**config.mk**
```make
export PLATFORM = sky130hd
export DESIGN_NAME = regfile_mp
export DESIGN_NICKNAME = d
export VERILOG_FILES = /design/src/rtl/regfile_mp.sv
export SDC_FILE = /design/constraint.sdc
export NUM_CORES = 1
export LEC_CHECK = 0
export CAP_MARGIN = 5
export CORE_ASPECT_RATIO = 1.4
export CORE_MARGIN = 2
export CORE_UTILIZATION = 58
export CTS_CLUSTER_SIZE = 14
export DETAILED_ROUTE_END_ITERATION = 10
export GPL_TIMING_DRIVEN = 1
export PLACE_DENSITY = 0.78
export SLEW_MARGIN = 10
export SYNTH_ARGS = -nofsm -noshare
export SYNTH_HDL_FRONTEND = slang
export SYNTH_SLANG_ARGS = --single-unit
```
**constraint.sdc**
```tcl
create_clock -name clk -period 14.3 [get_ports clk]
set_input_delay 2.145 -clock clk [delete_from_list [all_inputs] [get_ports clk]]
set_output_delay 2.145 -clock clk [all_outputs]
set_load 0.01 [all_outputs]
```
**src/rtl/regfile_mp.sv**
```systemverilog
// Multi-port register file with write-back scoreboard.
// Two read ports, two write ports, optional bypass, zero reg and read register.
module regfile_mp #(
    parameter int DATA_W       = 16,
    parameter int ADDR_W       = 4,
    parameter int RESET_BASE   = 5,
    parameter int ZERO_REG     = 0,
    parameter int BYPASS       = 1,
    parameter int READ_LATENCY = 0
) (
    input  logic                    clk,
    input  logic                    reset,
    input  logic                    rd_en0,
    input  logic [ADDR_W-1:0]       rd_addr0,
    output logic [DATA_W-1:0]       rd_data0,
    output logic                    rd_valid0,
    input  logic                    rd_en1,
    input  logic [ADDR_W-1:0]       rd_addr1,
    output logic [DATA_W-1:0]       rd_data1,
    output logic                    rd_valid1,
    input  logic                    wr_en0,
    input  logic [ADDR_W-1:0]       wr_addr0,
    input  logic [DATA_W-1:0]       wr_data0,
    input  logic                    wr_en1,
    input  logic [ADDR_W-1:0]       wr_addr1,
    input  logic [DATA_W-1:0]       wr_data1,
    input  logic                    rsv_en,
    input  logic [ADDR_W-1:0]       rsv_addr,
    output logic [(2**ADDR_W)-1:0]  busy,
    output logic                    rsv_stall,
    output logic                    wr_collision
);

    localparam int DEPTH = 2 ** ADDR_W;

    logic [DATA_W-1:0] regs_q [DEPTH];
    logic [DATA_W-1:0] regs_d [DEPTH];
    logic [DEPTH-1:0]  busy_q;
    logic [DEPTH-1:0]  busy_d;
    logic              coll_q;
    logic              coll_d;
    logic              wr_ok0;
    logic              wr_ok1;
    logic [DATA_W-1:0] rd_data0_d;
    logic [DATA_W-1:0] rd_data1_d;

    function automatic logic [DATA_W-1:0] reset_val(input int i);
        if (ZERO_REG != 0 && i == 0) begin
            return '0;
        end
        return DATA_W'(RESET_BASE + i);
    endfunction

    function automatic logic [DATA_W-1:0] read_sel(
        input logic              en,
        input logic [ADDR_W-1:0] addr,
        input logic [DATA_W-1:0] arr_val,
        input logic              ok0,
        input logic [ADDR_W-1:0] waddr0,
        input logic [DATA_W-1:0] wdata0,
        input logic              ok1,
        input logic [ADDR_W-1:0] waddr1,
        input logic [DATA_W-1:0] wdata1
    );
        if (!en) begin
            return '0;
        end
        if (BYPASS != 0 && ok1 && waddr1 == addr) begin
            return wdata1;
        end
        if (BYPASS != 0 && ok0 && waddr0 == addr) begin
            return wdata0;
        end
        return arr_val;
    endfunction

    // Writes to the hardwired zero register never take effect
    always_comb begin
        wr_ok0 = wr_en0 && !(ZERO_REG != 0 && wr_addr0 == '0);
        wr_ok1 = wr_en1 && !(ZERO_REG != 0 && wr_addr1 == '0);
    end

    // Next array contents; port 1 is applied last so it wins on a clash
    always_comb begin
        regs_d = regs_q;
        if (wr_ok0) regs_d[wr_addr0] = wr_data0;
        if (wr_ok1) regs_d[wr_addr1] = wr_data1;
    end

    // Scoreboard: releases first, then a reservation re-marks the entry
    always_comb begin
        busy_d = busy_q;
        if (wr_en0) busy_d[wr_addr0] = 1'b0;
        if (wr_en1) busy_d[wr_addr1] = 1'b0;
        if (rsv_en) busy_d[rsv_addr] = 1'b1;
        if (ZERO_REG != 0) busy_d[0] = 1'b0;
        coll_d = wr_en0 && wr_en1 && (wr_addr0 == wr_addr1);
    end

    // Selected read values, with optional same-cycle write forwarding
    always_comb begin
        rd_data0_d = read_sel(rd_en0, rd_addr0, regs_q[rd_addr0],
                              wr_ok0, wr_addr0, wr_data0,
                              wr_ok1, wr_addr1, wr_data1);
        rd_data1_d = read_sel(rd_en1, rd_addr1, regs_q[rd_addr1],
                              wr_ok0, wr_addr0, wr_data0,
                              wr_ok1, wr_addr1, wr_data1);
    end

    // Array, scoreboard and collision flag state
    always_ff @(posedge clk or posedge reset) begin
        if (reset) begin
            for (int i = 0; i < DEPTH; i++) begin
                regs_q[i] <= reset_val(i);
            end
            busy_q <= '0;
            coll_q <= 1'b0;
        end else begin
            regs_q <= regs_d;
            busy_q <= busy_d;
            coll_q <= coll_d;
        end
    end

    assign busy         = busy_q;
    assign rsv_stall    = rsv_en & busy_q[rsv_addr];
    assign wr_collision = coll_q;

    generate
        if (READ_LATENCY != 0) begin : g_rd_reg
            logic [DATA_W-1:0] rd_data0_q;
            logic [DATA_W-1:0] rd_data1_q;
            logic              rd_valid0_q;
            logic              rd_valid1_q;

            // Registered read path: capture the selected value each edge
            always_ff @(posedge clk or posedge reset) begin
                if (reset) begin
                    rd_data0_q  <= '0;
                    rd_data1_q  <= '0;
                    rd_valid0_q <= 1'b0;
                    rd_valid1_q <= 1'b0;
                end else begin
                    rd_data0_q  <= rd_data0_d;
                    rd_data1_q  <= rd_data1_d;
                    rd_valid0_q <= rd_en0;
                    rd_valid1_q <= rd_en1;
                end
            end

            assign rd_data0  = rd_data0_q;
            assign rd_data1  = rd_data1_q;
            assign rd_valid0 = rd_valid0_q;
            assign rd_valid1 = rd_valid1_q;
        end else begin : g_rd_comb
            assign rd_data0  = rd_data0_d;
            assign rd_data1  = rd_data1_d;
            assign rd_valid0 = rd_en0;
            assign rd_valid1 = rd_en1;
        end
    endgenerate

endmodule

```
-- Word level (Yosys, flattened, before mapping)
Index checks and enable logic that the tools add are counted.
- register bits: 273
- bits of input ports: 59
- output and inout port bits: 52
- $lt $le $gt $ge: 12
- equal/unequal tests: 5
- mux-type cells: 47
- bitwise operators: 10
- reductions and logical operators: 11
- operator list (kind ; count):
    $bwmux 256 ; 2
    $mux 256 ; 2
    $mux 16 ; 21
    $bmux 16 s4 ; 2
    $demux 16 s4 ; 2
    $and 16x16->16 ; 2
    $not 16->16 ; 2
    $eq 4x4->1 ; 5
    $ge 5x5->1 const B ; 4
    $not 4->5 ; 4
    $or 16x16->16 ; 1
    $lt 4x5->1 const B ; 3
    $mux 1 ; 14
    $demux 1 s4 ; 3
    $ge 4x1->1 const B ; 3
    $logic_and 1x1->1 ; 11
    $lt 5x1->1 const B ; 2
    $bmux 1 s4 ; 1
    $and 1x1->1 ; 1

-- Depth between registers and ports, before layout
Gate-level depths: netlist of the first run.
- depth in word-level cells: 11
- depth in mapped cells: 9
- mapped depth without buffers: 5

-- Worst setup path before layout of the first run
OpenSTA, ideal clock, no wires.
- kind: input to output
- start: in rd_addr1[3]
- end: out rd_data1[10]
- data arrival time: 3.663 ns
- data required time: 12.155 ns
- path slack: 8.492 ns
- cell stages on the path: 7
- buffers on the path: 2
- cell sequence: clkbuf_1 > xnor2_1 > nand2_1 > nor4_4 > nor3b_2 > buf_2 > a221o_1
- longest elaborated chain between the ends: 8
- elaborated cells between the ends (all ways): 18
- classes of those cells: 2 x eq/ne; 13 x mux; 1 x bitwise; 2 x reduce/logical
- RTL lines (element ; line ; RTL):
    from (decl) ; 18 ; input logic [ADDR_W-1:0] rd_addr1,
    branches (longest 6 deep; another with $bmux 16 s4) ; - ;
    $mux 16 * ; 71 ; if (BYPASS != 0 && ok0 && waddr0 == addr) begin
    $mux 16 * ; 68 ; if (BYPASS != 0 && ok1 && waddr1 == addr) begin
    to (decl) ; 19 ; output logic [DATA_W-1:0] rd_data1,
Every way passes the cells marked *. The select of a mux whose other input is x is not followed.

-- Worst setup path in the final report of the first run
- start: in wr_addr0[3]
- end: out rd_data0[5]
- longest elaborated chain between the ends: 8
- elaborated cells between the ends (all ways): 9
- classes of those cells: 1 x eq/ne; 7 x mux; 1 x reduce/logical
- RTL lines (element ; line ; RTL):
    from (decl) ; 22 ; input logic [ADDR_W-1:0] wr_addr0,
    $eq 4x4->1 * ; 71 ;
    $logic_and 1x1->1 * ; 71 ;
    $mux 1 (2 in a row) ; 71 ;
    $mux 1 ; 68 ;
    $mux 16 * ; 74 ; return arr_val;
    $mux 16 * ; 71 ;
    $mux 16 * ; 68 ;
    to (decl) ; 15 ; output logic [DATA_W-1:0] rd_data0,
Every way passes the cells marked *; elsewhere a longest branch is shown, timed or not. The select of a mux whose other input is x is not followed.

==> results of run 1 <==
[cell usage after synthesis, types with 7 or more instances]
cell type	count	area share (%)
o21ai_0	104	2.9
inv_1	12	0.25
buf_2	47	1.3
nor2_1	172	3.5
mux4_2	104	13
a211oi_1	30	1.2
and2_1	8	0.27
clkbuf_1	105	2.2
buf_12	8	0.88
a221o_1	30	1.6
buf_1	18	0.37
buf_4	20	0.82
a2111oi_0	28	1.3
dfrtp_1	236	32
xor2_1	12	0.58
dfstp_2	37	5.3
nand2_1	127	2.6
nor2b_1	34	1.2
a32o_1	7	0.38
clkbuf_8	7	0.53
mux2i_1	292	16
nand3_1	11	0.30
mux4_1	29	4.2
a21oi_1	162	4.5
[per-layer routing]
| metal | global-route usage [%] | vias up | wire, µm |
|---|---|---|---|
| met3 | 7.42 | 219 | 5640 |
| met2 | 57.3 | 978 | 27700 |
| met5 | 0 | - | 0 |
| met4 | 21.8 | 0 | 3820 |
| met1 | 43.3 | 7129 | 20500 |
| li1 | - | 6182 | - |
[stage by stage]
stage | area, µm² | setup WS (ns) | power [mW]
2_1_floorplan | 18200 | 4.69 | 1.64
5_1_grt | 19900 | 6.00 | 2.76
6_report | 19900 | 6.12 | 2.65
3_5_place_dp | 19000 | 6.33 | 1.88
3_3_place_gp | 19000 | 6.31 | 1.84
4_1_cts | 19900 | 6.31 | 2.64
[placed cells by master, fill, tap and decap left out, drive strengths merged]
cell and n:
a2111oi 30, a211oi 30, a21o 1, a21oi 162, a221o 30, a221oi 2, a22o 2, a31o 2
a32o 7, and2 8, and3 4, buf 52, bufinv 3, clkbuf 38, clkdlybuf4s50 104, clkinv 4
clkinvlp 4, dfrtp 236, dfstp 37, diode 2, inv 12, mux2i 292, mux4 133, nand2 127
nand2b 3, nand3 11, nand4 2, nor2 178, nor2b 34, nor3 5, nor3b 4, nor4 4
o2111ai 1, o21ai 104, o22ai 1, xnor2 5, xor2 12
[cells by family (layout without fill, tap and decap cells)]
| kind of cell | count (synthesis) | count (layout) | synth area share, % |
|---|---|---|---|
| AO/OA/AOI/OAI | 372 | 372 | 12.5 |
| XOR/XNOR | 17 | 17 | 0.818 |
| buffers and inverters | 225 | 217 | 6.74 |
| flip-flops | 273 | 273 | 37.8 |
| multiplexers | 425 | 425 | 33.1 |
| other | 0 | 2 | 0 |
| AND/OR/NAND/NOR | 380 | 380 | 9.09 |
[area by class of cell]
| cell class | count | area [µm²] |
|---|---|---|
| fillers | 2440 | 10900 |
| clock inverters | 11 | 140 |
| multi-input cells | 1194 | 10100 |
| repair buffers | 156 | 1420 |
| inverters | 12 | 52.6 |
| diodes | 2 | 5.00 |
| flip-flops and latches | 273 | 6880 |
| well taps | 390 | 488 |
| clock buffers | 38 | 797 |
[registers in the layout (all words and copies together), names as in the netlist]
name / count
wr_collision: 1
regs_q: 256
busy: 16
[worst min path at each step]
stage                                  to                  start  cells after the start  slack (ns)
floorplan           regs_q[225]$_DFF_PP1_  regs_q[225]$_DFF_PP1_                      2        0.53
global placement        busy[1]$_DFF_PP0_      busy[1]$_DFF_PP0_                      1        0.50
detailed placement      busy[1]$_DFF_PP0_      busy[1]$_DFF_PP0_                      1        0.52
CTS                     busy[1]$_DFF_PP0_      busy[1]$_DFF_PP0_                      1        0.53
global route            busy[1]$_DFF_PP0_      busy[1]$_DFF_PP0_                      1        0.56
finish                  busy[1]$_DFF_PP0_      busy[1]$_DFF_PP0_                      1        0.54
[power by group through the flow]
stage	Combinational [mW]	Sequential (mW)	Clock [mW]
2_1_floorplan	0.538	1.10	0
3_3_place_gp	0.700	1.14	0
3_5_place_dp	0.723	1.16	0
4_1_cts	0.726	1.15	0.768
5_1_grt	0.787	1.18	0.795
6_report	0.735	1.16	0.760
[worst max-delay path, delay by kind of cell]
family                    cells  cell delay [ns]
xor gates and xnor gates      1             0.18
buffers and inverters         2             1.39
AOI/OAI and AO/OA             1             0.42
and+or+nand+nor               2             1.90
==> summary.md, run 1 <==
| Metric | Value |
|---|---|
| Worst EP required | `approximately 12 ns` |
| Crit end category | `primary output` |
| Tcrit/Tclk final | `57.2%` |
| DRT iter0 DRCs | `between 1500 and 2000` |
| Vias per inst | `around 7.0` |
| Switching pwr | `a little over 0.8 mW` |
| Final non-filler cell total | `2076` |
| Mapped Area | `about 18000 µm²` |
| Num CTS Buffers | `27` |
| Syn Area/Cell | `approximately 11 µm²` |
| Drc violations | `0` |
| Hold buffer count at cts | `0` |
| Final worst path period need | `just over 8 ns` |
| Largest net degree at the start of global routing | `120` |
| Post-route ant nets | `0` |
| Clock Latency Late Sink | `about 0.56 ns` |
| Sinks on Clock Net | `about 270` |
| Final slew viol count | `0` |
| Final setup violation count | `0` |
| Seq cells post-synth | `~270` |
| Initial Util | `between 50% and 60%` |
| Peak supply drop | `~95 µV` |
| Final hold violation count | `0` |
| Relative slew slack | `14.9%` |
| R2R depth | `2` |
| Ys flop type | `dfrtp_1` |
| Status | `finished clean` |
| Chip height | `~210 µm` |
| Total die area | `approximately 33000 µm²` |
| RSZ-0062 raised after global routing | `no` |
| Cell Pwr Density | `between 100 and 150 nW/µm²` |
| Final core utilization | `about 65%` |
| Initial antenna violation count | `2` |
| Slowest cell on crit path | `nor3b_2` |
| EDFF count, synth | `0` |
| Worst hold margin | `roughly 0.54 ns` |
| Sequential share of the synthesized area | `37.8%` |
| Site row count | `between 70 and 80` |
| Cells resized by post-CTS repair | `0` |
| Syn Nets | `1751` |
| Gp weighted congestion | `between 0.9 and 1` |
| Yosys warns | `0` |
| Avg WL per Cell | `around 28 µm` |
| Measured slew at the worst slew-check pin | `around 1.3 ns` |
| Hpwl dp | `~36 mm` |
| Layout cells sized above 1 | `between 10% and 20%` |
| Asr flop ratio synth | `100%` |
| Setup Fix Bufs, Post-CTS | `0` |
| CTS root buf | `clkbuf_16` |
| Buffers on Ports | `110` |
| Final WL | `between 50 and 60 mm` |
| Crit Path Class | `in2out` |
| TritonRoute pass-1 iters | `6` |
| CP max FO | `18` |
| Register share of total power | `between 40% and 50%` |
| Setup crit end | `rd_data0[5]` |
| Post-synthesis cell type count | `45` |
| Switching Share | `slightly above 30%` |
| Post-Place Cells | `approximately 2000` |
| Standby leakage power | `roughly 8.2 nW` |
| Routed vias | `around 15000` |
| Layout area overhead | `9.37%` |
| CP startpoint kind | `input port` |
| CTS tree | `done` |
| Core region area | `30800 µm²` |
| Comb power frac | `between 20 and 30%` |
| Chip width | `154 µm` |
| Congestion Overflow GR | `0` |
| # H-tree levels | `1` |
| Total of max-cap violations | `0` |
| Fmax | `122 MHz` |
| Max clock buf depth | `3` |
| Worst path cell trace | `clkdlybuf4s50_1, xor2_1, nor4_4, nor3b_2, a221o_1, clkdlybuf4s50_1` |
| Fin nets | `roughly 1700` |
| Worst-path clk slew | `around 0.07 ns` |
| Hold WC Path Type | `reg2reg` |
| Mapped Cells | `between 1500 and 2000` |
| Top-level port count | `around 110` |
| Internal power | `1.83 mW` |
| TNS Setup | `0 ns` |
| R2R Setup Slk | `13.32 ns` |
| Total global-route track usage | `between 30% and 40%` |
| Critical path's most frequent cell | `clkdlybuf4s50_1` |
| CP peak stage delay | `approximately 1.1 ns` |
| Critical Path AT | `6.04 ns` |
| Fin Clk Skew | `0 ns` |
| R2r startpoint | `regs_q[240]$_DFF_PP1_` |
| First-pass GRT wire length | `around 88 mm` |
| Clk pwr share | `between 20% and 30%` |
| Number of global-route vias before repair | `14372` |
| R2R Path End | `regs_q[240]$_DFF_PP1_` |
| Critical path origin | `wr_addr0[3]` |
No activity file was read; power rests on OpenSTA's default activity.
==> run 2: changes to the inputs <==
Clock period 14.3 ns to 8.3 ns, I/O delays scaled along.
==> run 2 against run 1 <==
Wire length rose by 0.34%. Core utilization rose by 0.081 points. Count of clock-buffer cells in the layout rose by 3. Clock skew stayed put. Non-clock buffer count increased by 6. Sequential power up 72%. Register-to-register slack got worse by 5.9 ns. Sequential cell count unchanged. Critical path type unchanged. Largest cell class unchanged.
==> summary.md, run 2 (synthesis gave the netlist of run 1 again) <==
| Metric | Value |
|---|---|
| Final worst path period need | `6.26 ns` |
| Total die area | `approximately 33000 µm²` |
| Cells resized by post-CTS repair | `0` |
| CP max FO | `34` |
| R2R depth | `2` |
| Worst EP required | `7.05 ns` |
| First-pass GRT wire length | `89.1 mm` |
| Setup Fix Bufs, Post-CTS | `0` |
| Buffers and inverters on the worst path | `3` |
| Buffers on Ports | `between 100 and 150` |
| # H-tree levels | `1` |
| Layout cells sized above 1 | `around 15%` |
| Tot Pwr | `between 4 and 5 mW` |
| CP delay by family, top | `simple AND/OR/NAND/NOR gates` |
| Cell Pwr Density | `227 nW/µm²` |
| Site row count | `76` |
| Gp weighted congestion | `slightly below 1` |
| Chip width | `approximately 150 µm` |
| Crit end category | `primary output` |
| Largest Register | `regs_q` |
| Hpwl dp | `between 30 and 40 mm` |
| Most common cell after layout, fill and taps aside | `mux2i_1` |
| Post-route ant nets | `0` |
| Standby leakage power | `8.22 nW` |
| TNS Setup | `0 ns` |
| R2R Path End | `regs_q[114]$_DFF_PP1_` |
| Sinks on Clock Net | `between 200 and 300` |
| Worst-path clk slew | `approximately 0.060 ns` |
| Final Worst Setup Slack | `slightly above 2 ns` |
| Drc violations | `0` |
| Worst path cell trace | `clkdlybuf4s50_1, buf_4, xnor2_1, nand2_1, nor4_4, nor3b_2, a221o_1, clkdlybuf4s50_1` |
| Fillcell total | `2408` |
| Final setup violation count | `0` |
| Chip height | `about 210 µm` |
| Max clock buf depth | `3` |
| Critical Path AT | `5.02 ns` |
| Total global-route track usage | `35.6%` |
| Core region area | `~31000 µm²` |
| Fin Clk Skew | `0 ns` |
| Final hold violation count | `0` |
| CTS root buf | `clkbuf_16` |
| Crit Path Class | `in2out` |
| Vias per inst | `7.03` |
| TritonRoute pass-1 iters | `8` |
| Peak supply drop | `134 µV` |
| Final WL | `between 50 and 60 mm` |
| Hold buffer count at cts | `0` |
| CP startpoint kind | `input port` |
| Initial Util | `between 50% and 60%` |
| R2r startpoint | `regs_q[114]$_DFF_PP1_` |
| Congestion Overflow GR | `0` |
| Tcrit/Tclk final | `approximately three quarters` |
| Fmax | `approximately 160 MHz` |
| Layout area overhead | `9.51%` |
| Largest net degree at the start of global routing | `126` |
| Most frequent cells in the layout | `mux2i_1 (292), dfrtp_1 (236), nor2_1 (172)` |
| Status | `finished clean` |
| Clock Latency Late Sink | `0.55 ns` |
| Dpl ws | `roughly 2.2 ns` |
| Fin nets | `between 1500 and 2000` |
| Final slew viol count | `0` |
| CTS tree | `done` |
| Worst Hold End | `busy[1]$_DFF_PP0_` |
| Num CTS Buffers | `27` |
| Hold WC Path Type | `reg2reg` |
| Max FFs per register | `256` |
| R2R Setup Slk | `7.38 ns` |
| Top-level port count | `between 100 and 150` |
| Critical path's most frequent cell | `clkdlybuf4s50_1` |
| DRT iter0 DRCs | `1868` |
| Relative slew slack | `21.1%` |
| WHS Path Cells | `1` |
| Worst Hold Launch | `busy[1]$_DFF_PP0_` |
| Initial antenna violation count | `1` |
| Routed vias | `between 10000 and 15000` |
| Measured slew at the worst slew-check pin | `between 1 and 1.5 ns` |
| Total of max-cap violations | `0` |
| RSZ-0062 raised after global routing | `no` |
| Avg WL per Cell | `between 20 and 30 µm` |
| Number of global-route vias before repair | `roughly 14000` |
| Slowest cell on crit path | `nor3b_2` |
| CP peak stage delay | `between 1 and 1.5 ns` |
-- run 2: cell types whose count changed in the layout (fill, tap and decap cells not counted), moves of 2 or more --
cell,delta
buf_12,+2
clkbuf_1,+4
clkinvlp_4,-3
buf_4,+4
-- run 2: worst max-delay path by stage --
stage | start | endpoint | depth (start not counted)
floorplan | reset | busy[0]$_DFF_PP0_ | 1
global placement | rd_addr1[2] | rd_data1[13] | 7
detailed placement | rd_addr1[0] | rd_data1[1] | 6
CTS | rd_addr1[0] | rd_data1[9] | 6
global route | rd_addr1[0] | rd_data1[7] | 6
finish | rd_addr0[2] | rd_data0[9] | 8
-- run 2: layer usage --
metal / share of wire [%] / track usage (%)
met1: 35 / 45.0
met2: 48 / 57.8
met3: 10 / 6.39
met4: 6.8 / 21.3
met5: 0 / 0
-- run 2: cell type report --
cell class                 instances  area [µm²]  area share [%]
clock inverter                     6         105           0.527
antenna                            1        2.50          0.0126
inverter                          12        48.8           0.245
clock buffer                      41         798            4.01
sequential                       273        6880            34.5
multi-input combinational       1194       10100            50.8
tap                              390         488            2.45
timing repair buffer             162        1490            7.48
-- run 2: stage by stage --
stage               hold WS, ns  util, %  cells  area (µm²)
global placement          0.510     61.8   2031       19000
detailed placement        0.540     61.8   2031       19000
CTS                       0.553     64.7   2078       19900
floorplan                 0.533        -   1692       18200
global route              0.561     64.7   2079       19900
finish                    0.541     64.7   2079       19900
-- run 2: power breakdown --
| group | internal, mW | switching (mW) | leakage, nW |
|---|---|---|---|
| registers | 1.70 | 0.282 | 3.19 |
| clock network | 0.751 | 0.529 | 0.445 |
| logic | 0.690 | 0.578 | 4.59 |
==> run 3: changes to the inputs <==
Settings changed: CORE_UTILIZATION 58 to 55.
Clock period 8.3 ns to 5.31 ns, I/O delays scaled along.
==> run 3 against run 2 <==
Wire length grew 1.7%. Global-route usage down 1.1 points. Non-clock buffer count rose by 5. Via count is 0.26% lower. Critical endpoint is now rd_data0[5].
==> summary.md, run 3 (synthesis gave the netlist of run 1 again) <==
| Metric | Value |
|---|---|
| First-pass GRT wire length | `a little under 90 mm` |
| Largest net degree at the start of global routing | `79` |
| Most common cell after layout, fill and taps aside | `mux2i_1` |
| Worst Hold End | `busy[1]$_DFF_PP0_` |
| Fin Clk Skew | `0 ns` |
| # H-tree levels | `1` |
| Relative slew slack | `between 7 and 8%` |
| Tot Pwr | `slightly above 7 mW` |
| CP startpoint kind | `input port` |
| Sinks on Clock Net | `between 200 and 300` |
| Hold WC Path Type | `reg2reg` |
| Fmax | `roughly 200 MHz` |
| Clock Latency Late Sink | `around 0.55 ns` |
| Largest Register | `regs_q` |
| Hpwl dp | `~37 mm` |
| R2R depth | `2` |
| Final setup violation count | `0` |
| TritonRoute pass-1 iters | `6` |
| Avg WL per Cell | `around 27 µm` |
| WHS Path Cells | `1` |
| Most frequent cells in the layout | `mux2i_1 (292), dfrtp_1 (236), nor2_1 (172)` |
| Top-level port count | `~110` |
| CP max FO | `23` |
| Setup Fix Bufs, Post-CTS | `0` |
| Congestion Overflow GR | `0` |
| Total of max-cap violations | `0` |
| Total global-route track usage | `roughly 35%` |
| R2R Setup Slk | `approximately 4.4 ns` |
| Gp weighted congestion | `roughly 1.1` |
| Final core utilization | `approximately three fifths` |
| Post-route ant nets | `0` |
| Routed vias | `approximately 15000` |
| Max FFs per register | `between 200 and 300` |
| Vias per inst | `about 6.8` |
| Buffers on Ports | `110` |
| Initial antenna violation count | `3` |
| Final WL | `58.8 mm` |
| Drc violations | `0` |
| Worst-path clk slew | `about 0.060 ns` |
| Number of global-route vias before repair | `~15000` |
| Final non-filler cell total | `between 2000 and 2500` |
| Core region area | `roughly 32000 µm²` |
| Layout area overhead | `10.6%` |
| Critical Path AT | `about 4.1 ns` |
| Initial Util | `between 50% and 60%` |
| TNS Setup | `0 ns` |
| R2R Path End | `regs_q[210]$_DFF_PP1_` |
| Worst Hold Launch | `busy[1]$_DFF_PP0_` |
| RSZ-0062 raised after global routing | `no` |
| R2r startpoint | `regs_q[210]$_DFF_PP1_` |
| Final worst path period need | `4.93 ns` |
| Hold buffer count at cts | `0` |
| Chip height | `219 µm` |
| Post-Place Cells | `about 2100` |
| Chip width | `158 µm` |
| Layout cells sized above 1 | `between 10% and 20%` |
| CTS tree | `done` |
| DRT iter0 DRCs | `roughly 1700` |
| Dpl ws | `~0.64 ns` |
| Worst EP required | `between 4 and 5 ns` |
| Peak supply drop | `between 300 and 400 µV` |
| Crit end category | `primary output` |
| Tcrit/Tclk final | `approximately 93%` |
| Final slew viol count | `0` |
| Final hold violation count | `0` |
| Cell Pwr Density | `356 nW/µm²` |
| Site row count | `78` |
| Final Worst Setup Slack | `~0.38 ns` |
| Cells resized by post-CTS repair | `0` |
| Max clock buf depth | `3` |
| Num CTS Buffers | `28` |
| Total die area | `roughly 35000 µm²` |
| Standby leakage power | `between 8 and 9 nW` |
| Status | `finished clean` |
| Measured slew at the worst slew-check pin | `around 1.4 ns` |
| Fin nets | `~1700` |
| CTS root buf | `clkbuf_16` |
| Crit Path Class | `in2out` |
[run 3: area by class of cell]
| type | instances | area, µm² |
|---|---|---|
| fillers | 2574 | 12400 |
| multi-input cells | 1194 | 10100 |
| flip-flops and latches | 273 | 6880 |
| repair buffers | 167 | 1570 |
| clock buffers | 43 | 848 |
| well taps | 440 | 551 |
| clock inverters | 9 | 123 |
| inverters | 12 | 48.8 |
| diodes | 2 | 5.00 |
[run 3: worst max-delay path, cell delays in order]
cell and delay (ns):
buf_2 0.27, buf_4 0.41, buf_4 0.36, mux4_1 0.19, nor2b_1 0.16, a211oi_1 0.07, a2111oi_0 1.08, a221o_1 0.23
clkdlybuf4s50_1 0.54
[run 3: worst max path at each step]
| stage | depth (start not counted) | from | slack [ns] | to |
|---|---|---|---|---|
| 2_1_floorplan | 1 | reset | 0.93 | busy[0]$_DFF_PP0_ |
| 3_3_place_gp | 8 | rd_addr1[1] | 0.57 | rd_data1[5] |
| 3_5_place_dp | 9 | rd_addr0[1] | 0.64 | rd_data0[5] |
| 4_1_cts | 7 | wr_addr1[0] | 0.65 | rd_data0[9] |
| 5_1_grt | 7 | wr_addr1[0] | 0.39 | rd_data0[9] |
| 6_report | 9 | rd_addr0[1] | 0.38 | rd_data0[5] |
[run 3: where the power goes]
part           switching, mW  total (mW)  internal, mW
Sequential             0.414        3.08          2.66
Combinational          0.915        2.00          1.08
Clock                  0.849        2.09          1.24
Total                   2.18        7.16          4.99
[run 3: routing by layer]
metal	GRT usage [%]	up-vias	wire, µm
li1	-	6223	-
met2	53.9	972	27600
met4	22.7	2	4220
met3	8.63	241	6150
met1	42.5	7144	20900
met5	0	-	13
[run 3: stage by stage]
| step | area (µm²) | hold WS [ns] |
|---|---|---|
| 5_1_grt | 20100 | 0.562 |
| 3_3_place_gp | 19200 | 0.511 |
| 6_report | 20100 | 0.541 |
| 2_1_floorplan | 18200 | 0.533 |
| 3_5_place_dp | 19200 | 0.531 |
| 4_1_cts | 20100 | 0.545 |
